`config.mk`:
```
export PLATFORM = sky130hd
export DESIGN_NAME = load_store_unit_flat
export DESIGN_NICKNAME = d
export VERILOG_FILES = /design/src/rtl/load_store_unit_if.sv /design/src/rtl/load_store_unit.sv /design/src/flat_wrapper.sv
export SDC_FILE = /design/constraint.sdc
export NUM_CORES = 1
export LEC_CHECK = 0
export CAP_MARGIN = 20
export CORE_MARGIN = 4
export CORE_UTILIZATION = 40
export DETAILED_ROUTE_END_ITERATION = 16
export MAX_ROUTING_LAYER = met4
export PLACE_DENSITY_LB_ADDON = 0.25
export REMOVE_ABC_BUFFERS = 1
export SLEW_MARGIN = 20
export SYNTH_ARGS = -nofsm -noshare
export SYNTH_HDL_FRONTEND = slang
export SYNTH_SLANG_ARGS = --single-unit
```
`constraint.sdc`:
```
create_clock -name clk -period 5 [get_ports clk]
set_clock_uncertainty 0.1 [all_clocks]
set_input_delay 0.75 -clock clk [delete_from_list [all_inputs] [get_ports clk]]
set_output_delay 0.75 -clock clk [all_outputs]
set_load 0.05 [all_outputs]
```
`src/rtl/load_store_unit_if.sv`:
```
// load_store_unit_if: req/ready data-memory bus between the load/store unit and memory
//   master (load/store unit) drives: bus_req, bus_we, bus_addr, bus_be, bus_wdata
//   slave  (data memory)     drives: bus_ready, bus_rdata
interface load_store_unit_if #(parameter int ADDR_W = 32);
   logic              bus_req;
   logic              bus_we;
   logic [ADDR_W-1:0] bus_addr;
   logic [3:0]        bus_be;
   logic [31:0]       bus_wdata;
   logic              bus_ready;
   logic [31:0]       bus_rdata;
   modport master(output bus_req, bus_we, bus_addr, bus_be, bus_wdata, input bus_ready, bus_rdata);
   modport slave(input bus_req, bus_we, bus_addr, bus_be, bus_wdata, output bus_ready, bus_rdata);
endinterface

```
`src/rtl/load_store_unit.sv`:
```
// load_store_unit: handshaked load/store unit between the RISC-V datapath and data memory
//   clk, rst            core clock, synchronous active-high reset
//   mem_read/mem_write  current instruction is a load/store
//   func3, addr, wdata  access size/sign, byte address, store data
//   stall               hold PC and register write this cycle
//   rdata               extended load data, valid in DONE
//   access_fault        one-cycle pulse after a misaligned or illegal access
//   bus                 req/ready memory bus (master side)
module load_store_unit #(parameter int ADDR_W = 32) (
   input  logic              clk,
   input  logic              rst,
   input  logic              mem_read,
   input  logic              mem_write,
   input  logic [2:0]        func3,
   input  logic [ADDR_W-1:0] addr,
   input  logic [31:0]       wdata,
   output logic              stall,
   output logic [31:0]       rdata,
   output logic              access_fault,
   load_store_unit_if.master bus
);
   typedef enum logic [1:0] {IDLE, ACCESS, DONE} state_t;
   state_t state, state_n;
   logic req, legal, issue, fault;
   logic [1:0] off;
   logic [2:0] f3;
   logic [7:0] byte_v;
   logic [15:0] half_v;
   logic [31:0] ext;
   assign bus.bus_req = state == ACCESS;
   always_comb begin
      req = mem_read | mem_write;
      legal = !(mem_read & mem_write)
            & (mem_write ? func3 inside {3'd0, 3'd1, 3'd2} : func3 inside {3'd0, 3'd1, 3'd2, 3'd4, 3'd5})
            & !(func3[1:0] == 2'b01 & addr[0])
            & !(func3[1:0] == 2'b10 & addr[1:0] != 2'b00);
      issue = state == IDLE & req & legal;
      fault = state == IDLE & req & !legal;
      stall = !rst & (issue | state == ACCESS);
      state_n = state == IDLE ? (issue ? ACCESS : IDLE)
              : state == ACCESS ? (bus.bus_ready ? DONE : ACCESS)
              : IDLE;
      // lane extraction uses the offset and func3 latched at issue, not the live inputs
      byte_v = bus.bus_rdata[{off, 3'b000} +: 8];
      half_v = bus.bus_rdata[{off[1], 4'b0000} +: 16];
      ext = f3[1:0] == 2'b00 ? {{24{~f3[2] & byte_v[7]}}, byte_v}
          : f3[1:0] == 2'b01 ? {{16{~f3[2] & half_v[15]}}, half_v}
          : bus.bus_rdata;
   end
   always_ff @(posedge clk) begin
      if (rst) begin
         state <= IDLE;
         bus.bus_we <= 1'b0;
         bus.bus_addr <= '0;
         bus.bus_be <= 4'b0000;
         bus.bus_wdata <= 32'd0;
         rdata <= 32'd0;
         access_fault <= 1'b0;
         off <= 2'b00;
         f3 <= 3'b000;
      end else begin
         state <= state_n;
         access_fault <= fault;
         if (fault) rdata <= 32'd0;
         if (issue) begin
            bus.bus_we <= mem_write;
            bus.bus_addr <= {addr[ADDR_W-1:2], 2'b00};
            bus.bus_be <= !mem_write ? 4'b0000
                        : func3[1:0] == 2'b00 ? 4'b0001 << addr[1:0]
                        : func3[1:0] == 2'b01 ? 4'b0011 << addr[1:0]
                        : 4'b1111;
            bus.bus_wdata <= func3[1:0] == 2'b00 ? {4{wdata[7:0]}}
                           : func3[1:0] == 2'b01 ? {2{wdata[15:0]}}
                           : wdata;
            off <= addr[1:0];
            f3 <= func3;
         end
         if (state == ACCESS & bus.bus_ready & !bus.bus_we) rdata <= ext;
      end
   end
endmodule
```
`src/flat_wrapper.sv`:
```
// flat-port wrapper written by rule: the top's interface ports become plain ports
module load_store_unit_flat 
#(parameter int ADDR_W = 32)
  (clk, rst, mem_read, mem_write, func3, addr, wdata, stall, rdata, access_fault, bus_bus_req, bus_bus_we, bus_bus_addr, bus_bus_be, bus_bus_wdata, bus_bus_ready, bus_bus_rdata);
  load_store_unit_if #(.ADDR_W(ADDR_W)) bus_i ();
  input  logic clk;
  input  logic rst;
  input  logic mem_read;
  input  logic mem_write;
  input  logic [2:0] func3;
  input  logic [ADDR_W-1:0] addr;
  input  logic [31:0] wdata;
  output logic stall;
  output logic [31:0] rdata;
  output logic access_fault;
  output wire logic [$bits(bus_i.bus_req)-1:0] bus_bus_req;
  output wire logic [$bits(bus_i.bus_we)-1:0] bus_bus_we;
  output wire logic [$bits(bus_i.bus_addr)-1:0] bus_bus_addr;
  output wire logic [$bits(bus_i.bus_be)-1:0] bus_bus_be;
  output wire logic [$bits(bus_i.bus_wdata)-1:0] bus_bus_wdata;
  input wire logic [$bits(bus_i.bus_ready)-1:0] bus_bus_ready;
  input wire logic [$bits(bus_i.bus_rdata)-1:0] bus_bus_rdata;
  assign bus_bus_req = bus_i.bus_req;
  assign bus_bus_we = bus_i.bus_we;
  assign bus_bus_addr = bus_i.bus_addr;
  assign bus_bus_be = bus_i.bus_be;
  assign bus_bus_wdata = bus_i.bus_wdata;
  assign bus_i.bus_ready = bus_bus_ready;
  assign bus_i.bus_rdata = bus_bus_rdata;
  load_store_unit #(.ADDR_W(ADDR_W)) u_core (.clk(clk), .rst(rst), .mem_read(mem_read), .mem_write(mem_write), .func3(func3), .addr(addr), .wdata(wdata), .stall(stall), .rdata(rdata), .access_fault(access_fault), .bus(bus_i));
endmodule
```
# After elaboration in Yosys (flattened, before gate mapping)
# Index checks and enable logic that the tools add are counted.
[classes]
n_eq_ne = 8
shift = 4
n_mux = 14
bitwise_logic = 17
reduce_logical = 14
[ops]
columns = ["op", "count"]
rows = [
  ["$mux 32", 6],
  ["$shiftx 32x6->16", 1],
  ["$shiftx 32x6->8", 1],
  ["$and 1x1->1", 14],
  ["$mux 4", 3],
  ["$eq 2x1->1 const B", 3],
  ["$eq 3x3->1 const B", 2],
  ["$logic_not 1->1", 6],
  ["$logic_not 2->1", 3],
  ["$mux 2", 3],
  ["$reduce_bool 5->1", 1],
  ["$reduce_bool 2->1", 2],
  ["$shl 1x2->4 const A", 1],
  ["$shl 2x2->4 const A", 1],
  ["$eq 3x1->1 const B", 1],
  ["$eq 3x2->1 const B", 1],
  ["$logic_not 3->1", 1],
  ["$reduce_bool 3->1", 1],
  ["$eq 2x2->1 const B", 1],
  ["$mux 1", 2],
  ["$or 1x1->1", 2],
  ["$not 1->1", 1],
]
[word_totals]
regBits = 107
inputBits = 104
elab_cells = 66

# Depth between registers and ports, before layout
# Gate-level depths: netlist of run 1.
[logic_depth]
depth_word = 10
ltp_mapped = 8
ltp_nobuf = 6

# Worst setup path after synthesis of run 1
# Ideal clock, no wire load.
[synth_path]
path_kind = "input to output"
start = "input port addr[1]"
end = "output port stall"
arrival_ns = 2.096
required_time_ns = 4.150
setup_slack_ns = 2.054
path_stages = 7
path_buffers = 1
path_cell_list = "inv_1 > ha_1 > nor3b_1 > o22ai_1 > nor2_2 > buf_2 > o21ba_2"
[synth_via]
elab_chain_len = 7
[synth_lines]
columns = ["element", "line", "source"]
rows = [
  ["start: declaration", "flat_wrapper.sv:11", "input logic [ADDR_W-1:0] addr;"],
  ["$reduce_bool 2->1", "load_store_unit.sv:36", "& !(func3[1:0] == 2'b10 & addr[1:0] != 2'b00);"],
  ["$and 1x1->1", "load_store_unit.sv:36", ""],
  ["$logic_not 1->1", "load_store_unit.sv:36", ""],
  ["$and 1x1->1", "load_store_unit.sv:36", ""],
  ["$and 1x1->1", "load_store_unit.sv:37", "issue = state == IDLE & req & legal;"],
  ["$or 1x1->1", "load_store_unit.sv:39", "stall = !rst & (issue | state == ACCESS);"],
  ["$and 1x1->1", "load_store_unit.sv:39", ""],
  ["end: declaration", "flat_wrapper.sv:13", "output logic stall;"],
]
# Every way passes these cells.

# Worst setup path in the final report of run 1
# Same ends and word-level chain as after synthesis.

==> results of run 1 <==
worst register-to-register path, cell delays in order, from the launching register on:
cell and delay [ns]:
dfxtp_1 1.00, mux2_2 0.42, o2111a_1 0.24, a21oi_2 0.62, o2bb2ai_1 0.16
per-layer routing:
layer	vias to the layer above	track usage
li1	2478	-
met1	2482	0.286
met2	265	0.355
met3	28	0.0716
met4	0	0.0765
met5	-	-
placed cells by master (no fill, tap or decap), types with 8 or more instances in the layout:
cell	instances
nor3_1	8
o21ai_0	67
mux2i_1	18
a22o_1	8
a21oi_1	84
o22ai_1	16
a211oi_1	9
mux4_2	8
inv_1	12
nor2b_1	28
nand2_1	18
nand3_1	53
o2bb2ai_1	24
a311oi_1	8
clkbuf_16	9
dfxtp_1	107
clkdlybuf4s50_1	203
a221o_1	8
area by class of cell:
type                       count  area [um2]
multi-input combinational    403        2650
sequential                   107        2140
clock buffer                  11         233
fill                        1054        4820
tap                          168         210
clock inverter                 5        28.8
inverter                      12        45.0
timing repair buffer         213        2130
flip-flops by register name (all words and copies together), names as in the netlist, 2 cells and up:
register,count
u_core.state,2
u_core.rdata,32
u_core.bus.bus_be,4
u_core.bus.bus_wdata,32
u_core.off,2
u_core.f3,3
u_core.bus.bus_addr,30
cells by family (layout without fill, tap and decap cells):
group,after synthesis,after routing,share of synthesized area
AO/OA/AOI/OAI,244,244,0.301
adder cells (fa/ha/maj),4,4,0.00983
buffers and inverters,75,241,0.0641
flip-flops,107,107,0.421
multiplexers,28,28,0.0752
other,1,2,0.000736
AND/OR/NAND/NOR,125,125,0.128
power breakdown:
| group | total, mW | internal [mW] | switching, mW |
|---|---|---|---|
| clock network | 0.654 | 0.337 | 0.317 |
| logic | 0.477 | 0.197 | 0.280 |
| registers | 0.912 | 0.886 | 0.0261 |
worst paths after layout:
path | startpoint | end | slack, ns | cells after the start
worst max-delay path | addr[1] | stall | 1.56 | 8
worst min-delay path | u_core.rdata[7]$_SDFFE_PP0P_ | u_core.rdata[7]$_SDFFE_PP0P_ | 0.36 | 1
worst min register to register | u_core.rdata[7]$_SDFFE_PP0P_ | u_core.rdata[7]$_SDFFE_PP0P_ | 0.36 | 1
worst max register to register | u_core.off[1]$_SDFFE_PP0P_ | u_core.rdata[27]$_SDFFE_PP0P_ | 2.31 | 4
metrics by stage:
stage	power (mW)	setup WS (ns)
3_5_place_dp	1.41	1.44
3_3_place_gp	1.40	1.56
2_1_floorplan	1.18	0.597
4_1_cts	2.05	1.55
6_report	2.04	1.56
5_1_grt	2.12	1.40
==> impl_metrics.toml, run 1 <==
[cts]
clk_pin_slew_worst_paths_ns = 0.06
clk_path_buf_depth = 2
numCtsBuffers = 9
cts_sinks = 107
htree_num_levels = 3
cts_resized = 0
cts_root_buf = "clkbuf_16"
cts_setup_buffers = 0
cts_hold_buf = 0
clk_latency_ns = 0.34
tritoncts = "yes"

[yosys]
synth_area_leaders = "dfxtp_1 42%, a21oi_1 8.3%, o21ai_0 6.6%"
ys_ff_latch = 107
syn_area_per_cell_um2 = 8.72
yosysMostFrequentCell = "dfxtp_1"
synth_cell_types = 42
syn-cell-area_um2 = 5090
yosysWarnings = 0
synth_top_area_frac = 0.421
synth_top_area_cell = "dfxtp_1"
synth_edf_count = 0
yosys-top-cells-count = "107 x dfxtp_1, 84 x a21oi_1, 67 x o21ai_0, 53 x nand3_1, 37 x clkbuf_1"
ys_seq_area_frac = 0.421
ys_dominant_reg_cell = "dfxtp_1"
synthArstFlopShare = 0
postSynthCellCount = 584

[global_route]
grt_use_total = 0.229
antenna_found_initial = 0
grt_max_degree = 75
first_global_vias = 5100
grt.overflow.total = 0
grt_pass1_wl_mm = 26.4

[critical_path]
crit_buf_inv = 3
startpoint_type = "input pin"
path_cells = "clkdlybuf4s50_1, inv_1, ha_1, nor3b_1, o22ai_4, nor2_2, o21ba_2, buf_12"
cpPeakStageDelay_ns = 0.49
critical_path.slowest_cell = "clkdlybuf4s50_1"
path_class = "in2out"
critical_path.top_delay_family = "buffers and inverters"
worst_setup_path_end_kind = "output pin"
cp.arrival_ns = 2.59
path_max_fanout = 5
required_ns = 4.15

[timing]
worst_hold_slack_ns = 0.363
tns_ns = 0
slew_viol_final = 0
period_share = 0.689
slew_headroom = 0.287
grt_setup_unrepaired = "false"
period_needed_ns = 3.44
setup_violations = 0
fmax_mhz = 290
tightest_slew_ns = 1.07
hold_viol_final = 0

[placement]
gp_congestion = 0.850
portBuffers = 205
place_inst = 903
postPlaceCellArea_um2 = 7180
dp.final_hpwl_mm = 11.4

[cells_and_area]
area_growth_pct = 46.0
n_antenna_cell = 0
fin_cells = 919
fin_area_um2 = 7440
layout.nets = 854
drive_above_1_share = 0.0586
finish.utilization = 0.607

[floorplanning]
die_x_um = 121
num_rows = 40
start_util = 0.415
core-area_um2 = 12300
ios = 208
die-area_um2 = 14600
die_h_um = 121

[route]
top_layer = "met4"
wl_mm = 16.8
via_per_inst = 5.72
drtPass1Iterations = 5
dr_wl_met2_mm = 7.74
routedWlPerCell_um = 18.3
dr_total_vias = 5253
wl_met1_mm = 7.11
drc_errors = 0
antenna_left = 0
wl_met3_mm = 1.66
drt-initial-drc-count = 502

[power]
ir_worst_vdd_uv = 157
cellLeakagePower_nw = 2.55
power_per_cell_area_nw_per_um2 = 275

[hold_path]
min_path_type = "reg2reg"

[run_status]
status = "completed"

[run]
maxCapViolations = 0
Note: power is estimated with default switching activity, not from simulation.
==> inputs of run 2 (changes only) <==
- CORE_UTILIZATION: 40 -> 39
- clock period: 5 -> 2.8 ns (I/O delays scaled with it)
==> run 2 against run 1 <==
  * Clock power increased by 110%
  * Power increased by 90%
  * Clock-buffer cell count decreased by 1
  * Register-to-register slack got worse by 1.4 ns
  * Sequential power increased by 77%
  * First-iteration DRC count decreased by 17%
  * Cell count increased by 1.8%
  * Largest cell class unchanged
  * Sequential cell count unchanged
  * Sequential share of layout area decreased by 0.75 points
  * Non-clock buffer count increased by 13
==> impl_metrics.toml, run 2 (synthesis gave the netlist of run 1 again) <==
[critical_path]
critical_path.slowest_cell = "clkdlybuf4s50_1"
critical_path.top_delay_family = "buffers and inverters"
crit_buf_inv = 2
path_max_fanout = 8
ff2ff_setup_slack_ns = 0.92
worst_setup_path_end_kind = "output pin"
required_ns = 2.28
startpoint_type = "input pin"
path_cells = "clkdlybuf4s50_1, nor3b_2, o22ai_4, nor2_2, o21ba_2, buf_12"
path_class = "in2out"
cpPeakStageDelay_ns = 0.65
cp.arrival_ns = 2.08

[timing]
slew_viol_final = 0
tightest_slew_ns = 0.685
hold_viol_final = 0
period_share = 0.927
setup_violations = 0
tns_ns = 0
finalWorstSetupSlack_ns = 0.203
grt_setup_unrepaired = "false"
slew_headroom = 0.543
fmax_mhz = 385
worst_hold_slack_ns = 0.363
period_needed_ns = 2.60

[power]
p_sw_mw = 1.13
cellLeakagePower_nw = 2.65
power_per_cell_area_nw_per_um2 = 509
ir_worst_vdd_uv = 293
swShare = 0.291
p_seq_frac = 0.415
intPower_mw = 2.76
p_comb_frac = 0.227
power.share.clock = 0.358

[cts]
clk_path_buf_depth = 2
htree_num_levels = 3
tritoncts = "yes"
cts_setup_buffers = 0
cts_root_buf = "clkbuf_16"
clk_latency_ns = 0.35
numCtsBuffers = 9
clk_pin_slew_worst_paths_ns = 0.07
cts_sinks = 107

[global_route]
grt_use_total = 0.224
grt_pass1_wl_mm = 26.3
antenna_found_initial = 0
grt_max_degree = 74
grt.overflow.total = 0
first_global_vias = 5176

[cells_and_area]
layout.nets = 867
final-seq-area_um2 = 2140
fin_cells = 936
layout_commonest_cell = "clkdlybuf4s50_1"
mostFrequentLayoutCells = "203 x clkdlybuf4s50_1, 107 x dfxtp_1, 84 x a21oi_1"
drive_above_1_share = 0.0785
multi_input_area_um2 = 2660
finish.utilization = 0.600
area_growth_pct = 49.9
n_antenna_cell = 0
largestRegisters = "u_core.bus.bus_wdata x32, u_core.rdata x32, u_core.bus.bus_addr x30"
fillers = 1160

[floorplanning]
die_x_um = 122
die-area_um2 = 15000
start_util = 0.400
ios = 208
core-area_um2 = 12700
num_rows = 41
die_h_um = 122

[route]
dr_total_vias = 5301
antenna_left = 0
routedWlPerCell_um = 18.1
wl_mm = 16.9
drt-initial-drc-count = 417
drtPass1Iterations = 4
via_per_inst = 5.66
drc_errors = 0

[placement]
gp_congestion = 0.890
pre_cts_slack_ns = 0.0711
dp.final_hpwl_mm = 11.5
place_inst = 920
portBuffers = 205

[run_status]
status = "completed"

[run]
maxCapViolations = 0

[hold_path]
min_path_type = "in2reg"
[run 2: metal layers]
| layer | wire [um] | track usage | vias up | part of all wire |
|---|---|---|---|---|
| met4 | 219 | 0.0665 | 0 | 0.013 |
| met1 | 7190 | 0.278 | 2548 | 0.42 |
| li1 | - | - | 2510 | - |
| met5 | 0 | - | - | 0 |
| met3 | 1600 | 0.0622 | 15 | 0.094 |
| met2 | 7910 | 0.358 | 228 | 0.47 |
[run 2: final cells by class]
| cell class | instances | share of cell area |
|---|---|---|
| Sequential cell | 107 | 0.280 |
| Inverter | 12 | 0.00590 |
| Clock inverter | 6 | 0.0116 |
| Multi-Input combinational cell | 403 | 0.348 |
| Clock buffer | 10 | 0.0313 |
| Tap cell | 172 | 0.0282 |
| Timing Repair Buffer | 226 | 0.295 |
[run 2: stage by stage]
stage	cell area, um2	power, mW
floorplan	4820	2.10
global placement	7300	2.51
detailed placement	7300	2.53
CTS	7630	3.92
global route	7640	4.03
finish	7640	3.89
[run 2: path summary, 6_finish.rpt]
check / to / cells after the start / from
max reg2reg: u_core.rdata[16]$_SDFFE_PP0P_ / 5 / u_core.off[1]$_SDFFE_PP0P_
min reg2reg: u_core.rdata[19]$_SDFFE_PP0P_ / 1 / u_core.rdata[19]$_SDFFE_PP0P_
min: u_core.off[1]$_SDFFE_PP0P_ / 2 / rst
max: stall / 6 / mem_write
[run 2: what timing repair did]
action,CTS,global route
setup endpoints to repair,0,1
hold buffers,0,0
resized for setup,0,1
[run 2: power by group through the flow]
stage / logic [mW] / clock network, mW / registers (mW)
finish: 0.883 / 1.39 / 1.61
global route: 0.936 / 1.47 / 1.62
CTS: 0.881 / 1.43 / 1.61
detailed placement: 0.878 / 0 / 1.65
global placement: 0.868 / 0 / 1.65
floorplan: 0.249 / 0 / 1.85
==> inputs of run 3 (changes only) <==
- CORE_UTILIZATION: 39 -> 40
- clock period: 2.8 -> 3.1 ns (I/O delays scaled with it)
==> run 3 against run 2 <==
  * Die area fell by 2.3%
  * First-iteration DRC count fell by 20%
  * Via count fell by 0.51%
  * Register-to-register slack improved by 0.09 ns
  * Largest cell class unchanged
  * Largest power group unchanged
  * Highest routed layer unchanged
==> impl_metrics.toml, run 3 (synthesis gave the netlist of run 1 again) <==
[route]
routedWlPerCell_um = 18.1
drt-initial-drc-count = 334
dr_total_vias = 5274
via_per_inst = 5.70
antenna_left = 0
wl_mm = 16.8
drtPass1Iterations = 5
drc_errors = 0

[cells_and_area]
multi_input_area_um2 = 2650
mostFrequentLayoutCells = "203 x clkdlybuf4s50_1, 107 x dfxtp_1, 84 x a21oi_1"
fillers = 1073
drive_above_1_share = 0.0699
n_antenna_cell = 0
largestRegisters = "u_core.bus.bus_wdata x32, u_core.rdata x32, u_core.bus.bus_addr x30"
layout.nets = 861
area_growth_pct = 48.7
layout_commonest_cell = "clkdlybuf4s50_1"
final-seq-area_um2 = 2140

[global_route]
grt_use_total = 0.227
grt_pass1_wl_mm = 26.1
antenna_found_initial = 0
first_global_vias = 5161
grt.overflow.total = 0
grt_max_degree = 75

[timing]
grt_setup_unrepaired = "false"
slew_viol_final = 0
worst_hold_slack_ns = 0.367
hold_viol_final = 0
slew_headroom = 0.322
tightest_slew_ns = 1.02
fmax_mhz = 343
setup_violations = 0
period_share = 0.940
period_needed_ns = 2.91

[critical_path]
path_class = "in2out"
rr_startpoint = "u_core.off[1]$_SDFFE_PP0P_"
rr_endpoint = "u_core.rdata[9]$_SDFFE_PP0P_"
startpoint_type = "input pin"
rr_worst_depth = 6
required_ns = 2.53
ff2ff_setup_slack_ns = 1.01
cp.arrival_ns = 2.35
worst_setup_path_end_kind = "output pin"
startpoint = "addr[0]"
path_max_fanout = 6

[cts]
cts_root_buf = "clkbuf_16"
htree_num_levels = 3
numCtsBuffers = 9
tritoncts = "yes"
clk_path_buf_depth = 2
clk_pin_slew_worst_paths_ns = 0.07
cts_sinks = 107
cts_resized = 0
clk_latency_ns = 0.35
cts_hold_buf = 0
cts_setup_buffers = 0

[floorplanning]
core-area_um2 = 12300
die_h_um = 121
ios = 208
num_rows = 40
die_x_um = 121
start_util = 0.415
die-area_um2 = 14600

[power]
power_per_cell_area_nw_per_um2 = 460
cellLeakagePower_nw = 2.61
finalPower_mw = 3.48
ir_worst_vdd_uv = 321

[placement]
dp.final_hpwl_mm = 11.4
portBuffers = 205
gp_congestion = 0.885

[run]
maxCapViolations = 0

[hold_path]
min_path_type = "reg2reg"
min_to = "u_core.rdata[28]$_SDFFE_PP0P_"
min-delay-start = "u_core.rdata[28]$_SDFFE_PP0P_"
whs_path_depth = 1

[run_status]
status = "completed"
-- run 3: where the power goes --
part | switching (mW) | internal (mW) | leakage, nW
Sequential | 0.0294 | 1.43 | 0.869
Clock | 0.530 | 0.705 | 0.147
Combinational | 0.465 | 0.326 | 1.59
-- run 3: final cells by class --
class | instances | share of cell area
clock buffers | 9 | 0.0297
clock inverters | 7 | 0.0122
inverters | 12 | 0.00595
multi-input cells | 403 | 0.350
well taps | 168 | 0.0278
repair buffers | 220 | 0.291
flip-flops and latches | 107 | 0.283
-- run 3: layer usage --
metal	global-route usage	vias to the layer above	wire, um
met5	-	-	0
met4	0.0878	0	299
met3	0.0744	23	1630
met2	0.353	247	7860
met1	0.275	2505	7010
li1	-	2499	-
-- run 3: worst max-delay path by stage --
stage / slack, ns / endpoint / depth (start not counted)
2_1_floorplan: -1.10 / u_core.rdata[10]$_SDFFE_PP0P_ / 3
3_5_place_dp: 0.19 / stall / 8
5_1_grt: 0.08 / stall / 8
6_report: 0.19 / stall / 8
3_3_place_gp: 0.34 / stall / 8
4_1_cts: 0.18 / stall / 8
-- run 3: through the flow --
stage	utilization	TNS [ns]	setup slack, ns	instances	area [um2]
after floorplan	-	-41.34	-1.10	522	4820
after detailed placement	0.592	0	0.187	910	7250
after CTS	0.618	0	0.178	926	7570
after global routing	0.618	0	0.0762	926	7570
final	0.618	0	0.186	926	7570
after global placement	0.592	0	0.345	910	7250
-- run 3: worst max-delay path: stages --
cell             delay [ns]
clkdlybuf4s50_1        0.51
inv_1                  0.14
ha_1                   0.20
nor3b_1                0.44
o22ai_4                0.15
nor2_2                 0.13
o21ba_2                0.17
buf_12                 0.14
==> patch 1 (settings of run 1) <==
`ADDR_W` is set to 32 in 3 places; all go to 48.
--- a/src/rtl/load_store_unit_if.sv
+++ b/src/rtl/load_store_unit_if.sv
@@ -2,5 +2,5 @@
 //   master (load/store unit) drives: bus_req, bus_we, bus_addr, bus_be, bus_wdata
 //   slave  (data memory)     drives: bus_ready, bus_rdata
-interface load_store_unit_if #(parameter int ADDR_W = 32);
+interface load_store_unit_if #(parameter int ADDR_W = 48);
    logic              bus_req;
    logic              bus_we;
--- a/src/rtl/load_store_unit.sv
+++ b/src/rtl/load_store_unit.sv
@@ -7,5 +7,5 @@
 //   access_fault        one-cycle pulse after a misaligned or illegal access
 //   bus                 req/ready memory bus (master side)
-module load_store_unit #(parameter int ADDR_W = 32) (
+module load_store_unit #(parameter int ADDR_W = 48) (
    input  logic              clk,
    input  logic              rst,
--- a/src/flat_wrapper.sv
+++ b/src/flat_wrapper.sv
@@ -1,5 +1,5 @@
 // flat-port wrapper written by rule: the top's interface ports become plain ports
 module load_store_unit_flat 
-#(parameter int ADDR_W = 32)
+#(parameter int ADDR_W = 48)
   (clk, rst, mem_read, mem_write, func3, addr, wdata, stall, rdata, access_fault, bus_bus_req, bus_bus_we, bus_bus_addr, bus_bus_be, bus_bus_wdata, bus_bus_ready, bus_bus_rdata);
   load_store_unit_if #(.ADDR_W(ADDR_W)) bus_i ();
Interface: changed (resized addr and bus_bus_addr); port bits go from 208 to 240. The function was not compared with the original's and may differ.
==> patch 1 against run 1 <==
Non-clock buffer count is 29 higher. Setup slack better by 0.033 ns. First-iteration DRC count shrank 27%. Sequential cell count is 16 higher. Global-route usage shrank 0.46 points. Cell area grew 13%. Synthesized area grew 8.2%. Total power up 39%. Critical path depth stayed put. Wire length up 4.5%. Largest power group is now the clock network.
==> patch 1: results (changes against run 1) <==
[grt]
grt_use_total_pct=22.5  ; -0.46 points
grt_start_max_net_pins=106  ; +41%
antenna_found_initial=0  ; unchanged
grt_pass1_wl_um=27800  ; +5.4%

[logic_synthesis]
ys.warnings.count=0  ; unchanged
yosys-top-cells-area=dfxtp_1 45%, nand2_1 11%, a21oi_1 7.1%
syn_inst=637  ; +9.1%
synth_common_cells=161 x nand2_1, 123 x dfxtp_1, 78 x a21oi_1
seq_area_frac_synth_pct=44.7  ; +2.6 points
synth_top_flop_cell=dfxtp_1

[placement]
port_buffers=237  ; +16%
placed_cells=999  ; +11%
dpl.hpwl_um=12400  ; +8.7%
place_ws_ns=1.47  ; +0.0288 ns
gp_congestion=0.833  ; -2.0%

[clock_network]
cts.repair.resized=0  ; unchanged
cts_root_buffer=clkbuf_16
cts_max_path_buffers=2  ; unchanged
cts_buffers=17  ; +8
post_cts_buffers=0  ; unchanged
htreeDepth=4  ; +1
insertion_delay_ns=0.41  ; +0.07 ns

[worst_setup_path]
arrival_ns=2.56  ; -0.03 ns
crit_path_max_fanout=6  ; +1

[finish]
top_regs=u_core.bus.bus_addr (46), u_core.bus.bus_wdata (32), u_core.rdata (32)
drive_gt1_share_pct=7.59  ; +1.7 points
fillers=1115  ; +5.8%
diodes=0  ; unchanged
nNetsFinal=967  ; +13%

[detailed_routing]
viasPerCell=5.22  ; -8.6%
first_pass_iters=5  ; unchanged
via_count=5391  ; +2.6%
routedWlPerCell_um=17.1  ; -7.0%
dr.first_iter.drc_count=366  ; -27%

[timing]
relSlewSlack_pct=28.5  ; -0.16 points
maxSlewViolCount=0  ; unchanged

[pwr]
p_leak_nw=3.01  ; +18%
peakVddDrop_uv=243  ; +55%

[run_status]
status=finished clean

patch 1: metal layers:
metal	track usage, %	vias up	wire length (µm)
met2	36.2	211	8440
li1	-	2630	-
met3	8.96	20	1660
met5	-	-	0
met4	7.08	0	211
met1	25.8	2530	7290
patch 1: path summary, 6_finish.rpt:
path                      startpoint                      end  slack (ns)  cells past startpoint
max reg2reg             u_core.f3[1]          u_core.rdata[5]        2.33                      5
min reg2reg  u_core.bus.bus_addr[35]  u_core.bus.bus_addr[35]        0.35                      2
max                          addr[0]                    stall        1.59                      8
min          u_core.bus.bus_addr[35]  u_core.bus.bus_addr[35]        0.35                      2
patch 1: critical path, cell delays in order:
cell and delay (ns):
clkdlybuf4s50_1 0.58, inv_1 0.09, ha_1 0.24, nand2b_1 0.17
and3_4 0.20, o311ai_4 0.22, a21oi_1 0.10, buf_4 0.21
patch 1: cell families after synthesis:
group	Yosys count	share of synthesized area, %
AOI/OAI and AO/OA	187	23.6
adders and majority gates	4	0.908
buffers and inverters	73	7.27
DFF	123	44.7
muxes	26	6.56
other	1	0.0681
and+or+nand+nor	223	16.9
patch 1: cell type report:
class,count,area [µm²],share of cell area [%]
Multi-Input combinational cell,442,2660,31.5
Sequential cell,123,2460,29.2
Timing Repair Buffer,242,2420,28.7
Clock buffer,19,433,5.13
Tap cell,176,220,2.61
Clock inverter,13,175,2.08
Inverter,17,63.8,0.756
patch 1: per-stage QoR:
stage | cell area, µm² | util [%]
after floorplan | 5180 | -
after global placement | 7800 | 58.5
after detailed placement | 7800 | 58.5
after CTS | 8410 | 63.0
after global routing | 8440 | 63.2
final | 8440 | 63.2
patch 1: power breakdown:
part	switching (W)	leakage [nW]	internal [W]
Sequential	0.0000316	0.999	0.00102
Clock	0.000436	0.289	0.000828
Combinational	0.000306	1.72	0.000218
==> patch 2 (flow settings as in run 1) <==
Without the edit above. Reset style: asynchronous (`rst`), changed in one clocked block. Comments in the files are not updated.
--- a/src/rtl/load_store_unit.sv
+++ b/src/rtl/load_store_unit.sv
@@ -48,5 +48,5 @@
           : bus.bus_rdata;
    end
-   always_ff @(posedge clk) begin
+   always_ff @(posedge clk or posedge rst) begin
       if (rst) begin
          state <= IDLE;
Formal check against the unedited RTL: differs if rst is asserted again (counterexample within 4 cycles, from zero or initial values and one cycle with rst high); with rst held inactive, the same outputs for 10 cycles.
==> patch 2 against run 1 <==
Largest cell class is now sequential cells. Setup slack lost 0.45 ns. Sequential share of layout area grew 4.9 points. Cell area grew 6.8%. Synthesized cell count shrank 26%. Final cell count shrank 13%. Synthesized area grew 8.5%. Sequential cell count is the same. Wire length shrank 11%.
Power is not compared: it rests on default switching activity, and its combinational part moved more than twofold at a synthesized area within 25%.
==> patch 2: results (changes against run 1) <==
[run_status]
status=finished clean

[placement]
place_ws_ns=1.10  ; -0.339 ns
gp_congestion=0.805  ; -5.2%
placed_area_um2=7640  ; +6.4%
dpl.hpwl_um=10800  ; -5.4%

[logic_synthesis]
seq_area_frac_synth_pct=48.5  ; +6.4 points
yosys.area_share.xor_xnor_pct=0  ; unchanged
synth_common_cells=107 x dfrtp_1, 52 x mux2_4, 49 x nand2_1
synth_adder_area_share_pct=0.906  ; -0.077 points
synth_compound_area_share_pct=12.6  ; -18 points
synth.area.mux_share_pct=26.7  ; +19 points
async_reset_ff_share_pct=100  ; +100 points
synth_top_family_by_area=multiplexers
yosys-top-cells-area=dfrtp_1 48%, mux2_4 14%, mux2_2 6.3%
synth_top_flop_cell=dfrtp_1
synth_cell_types=37  ; -12%

[clock_network]
clk_pin_slew_worst_paths_ns=0.07
post_cts_buffers=0  ; unchanged
cts.repair.resized=0  ; unchanged

[grt]
grt_start_max_net_pins=73  ; -2.7%
grt_use_total_pct=19.7  ; -3.3 points
grt_pass1_vias=4579  ; -10%
grt_pass1_wl_um=24100  ; -8.7%

[worst_setup_path]
r2r_cells=3  ; -1
arrival_ns=3.04  ; +0.45 ns
slowest_delay_ns=0.81  ; +0.32 ns
crit_path_top_delay_cell=clkdlybuf4s50_1

[timing]
tightest_slew_ns=1.03  ; -0.0400 ns
finalHoldViolations=0  ; unchanged

[detailed_routing]
dr.first_iter.drc_count=282  ; -44%
wl_met3_um=1550  ; -6.6%
met2_wirelength_um=6980  ; -9.8%
m1WireLength_um=6360  ; -11%
first_pass_iters=4  ; -1
routedWlPerCell_um=18.8  ; +2.4%
via_count=4262  ; -19%

[finish]
nNetsFinal=730  ; -15%
fillers=1147  ; +8.8%
drive_gt1_share_pct=21.2  ; +15 points

[pwr]
power_per_cell_area_nw_per_um2=523
peakVddDrop_uv=349
p_leak_nw=3.52
switchingPower_w=0.00179

patch 2: through the flow:
stage,instances,total power (W)
4_1_cts,803,0.00418
2_1_floorplan,398,0.00272
5_1_grt,803,0.00433
3_5_place_dp,787,0.00345
3_3_place_gp,787,0.00342
6_report,803,0.00415
patch 2: metal layers:
metal,vias up,track usage [%]
met3,12,7.51
met1,2108,24.3
met5,-,-
li1,1954,-
met4,0,5.48
met2,188,30.3
patch 2: cells by family (layout without fill, tap and decap cells):
logic type	after synthesis	after routing
fa+ha+maj	4	4
flops	107	107
other cells	1	2
mux	106	106
compound gates	88	88
simple gates	72	72
buf+inv	56	248
patch 2: power groups by stage:
stage,clock network (W),logic [W],registers (W)
after floorplan,0,0.000588,0.00213
after global placement,0,0.00209,0.00133
after detailed placement,0,0.00212,0.00133
after CTS,0.000738,0.00212,0.00133
after global routing,0.000774,0.00220,0.00136
final,0.000721,0.00210,0.00132
patch 2: layout make-up:
type	count	share of cell area, %
sequential	107	33.7
multi-input combinational	272	32.2
timing repair buffer	213	26.6
clock buffer	9	2.84
tap	176	2.77
clock inverter	7	0.961
inverter	19	0.930
patch 2: path summary, 6_finish.rpt:
kind                       slack (ns)                       to                    start
max                              1.11                    stall                  addr[0]
min                              0.40  u_core.bus.bus_addr[31]  u_core.bus.bus_addr[31]
max reg2reg                      2.30         u_core.rdata[27]            u_core.off[1]
min reg2reg                      0.40  u_core.bus.bus_addr[31]  u_core.bus.bus_addr[31]
max in group asynchronous        3.06  u_core.bus.bus_addr[19]                      rst
min in group asynchronous        0.89     u_core.bus.bus_be[0]                      rst
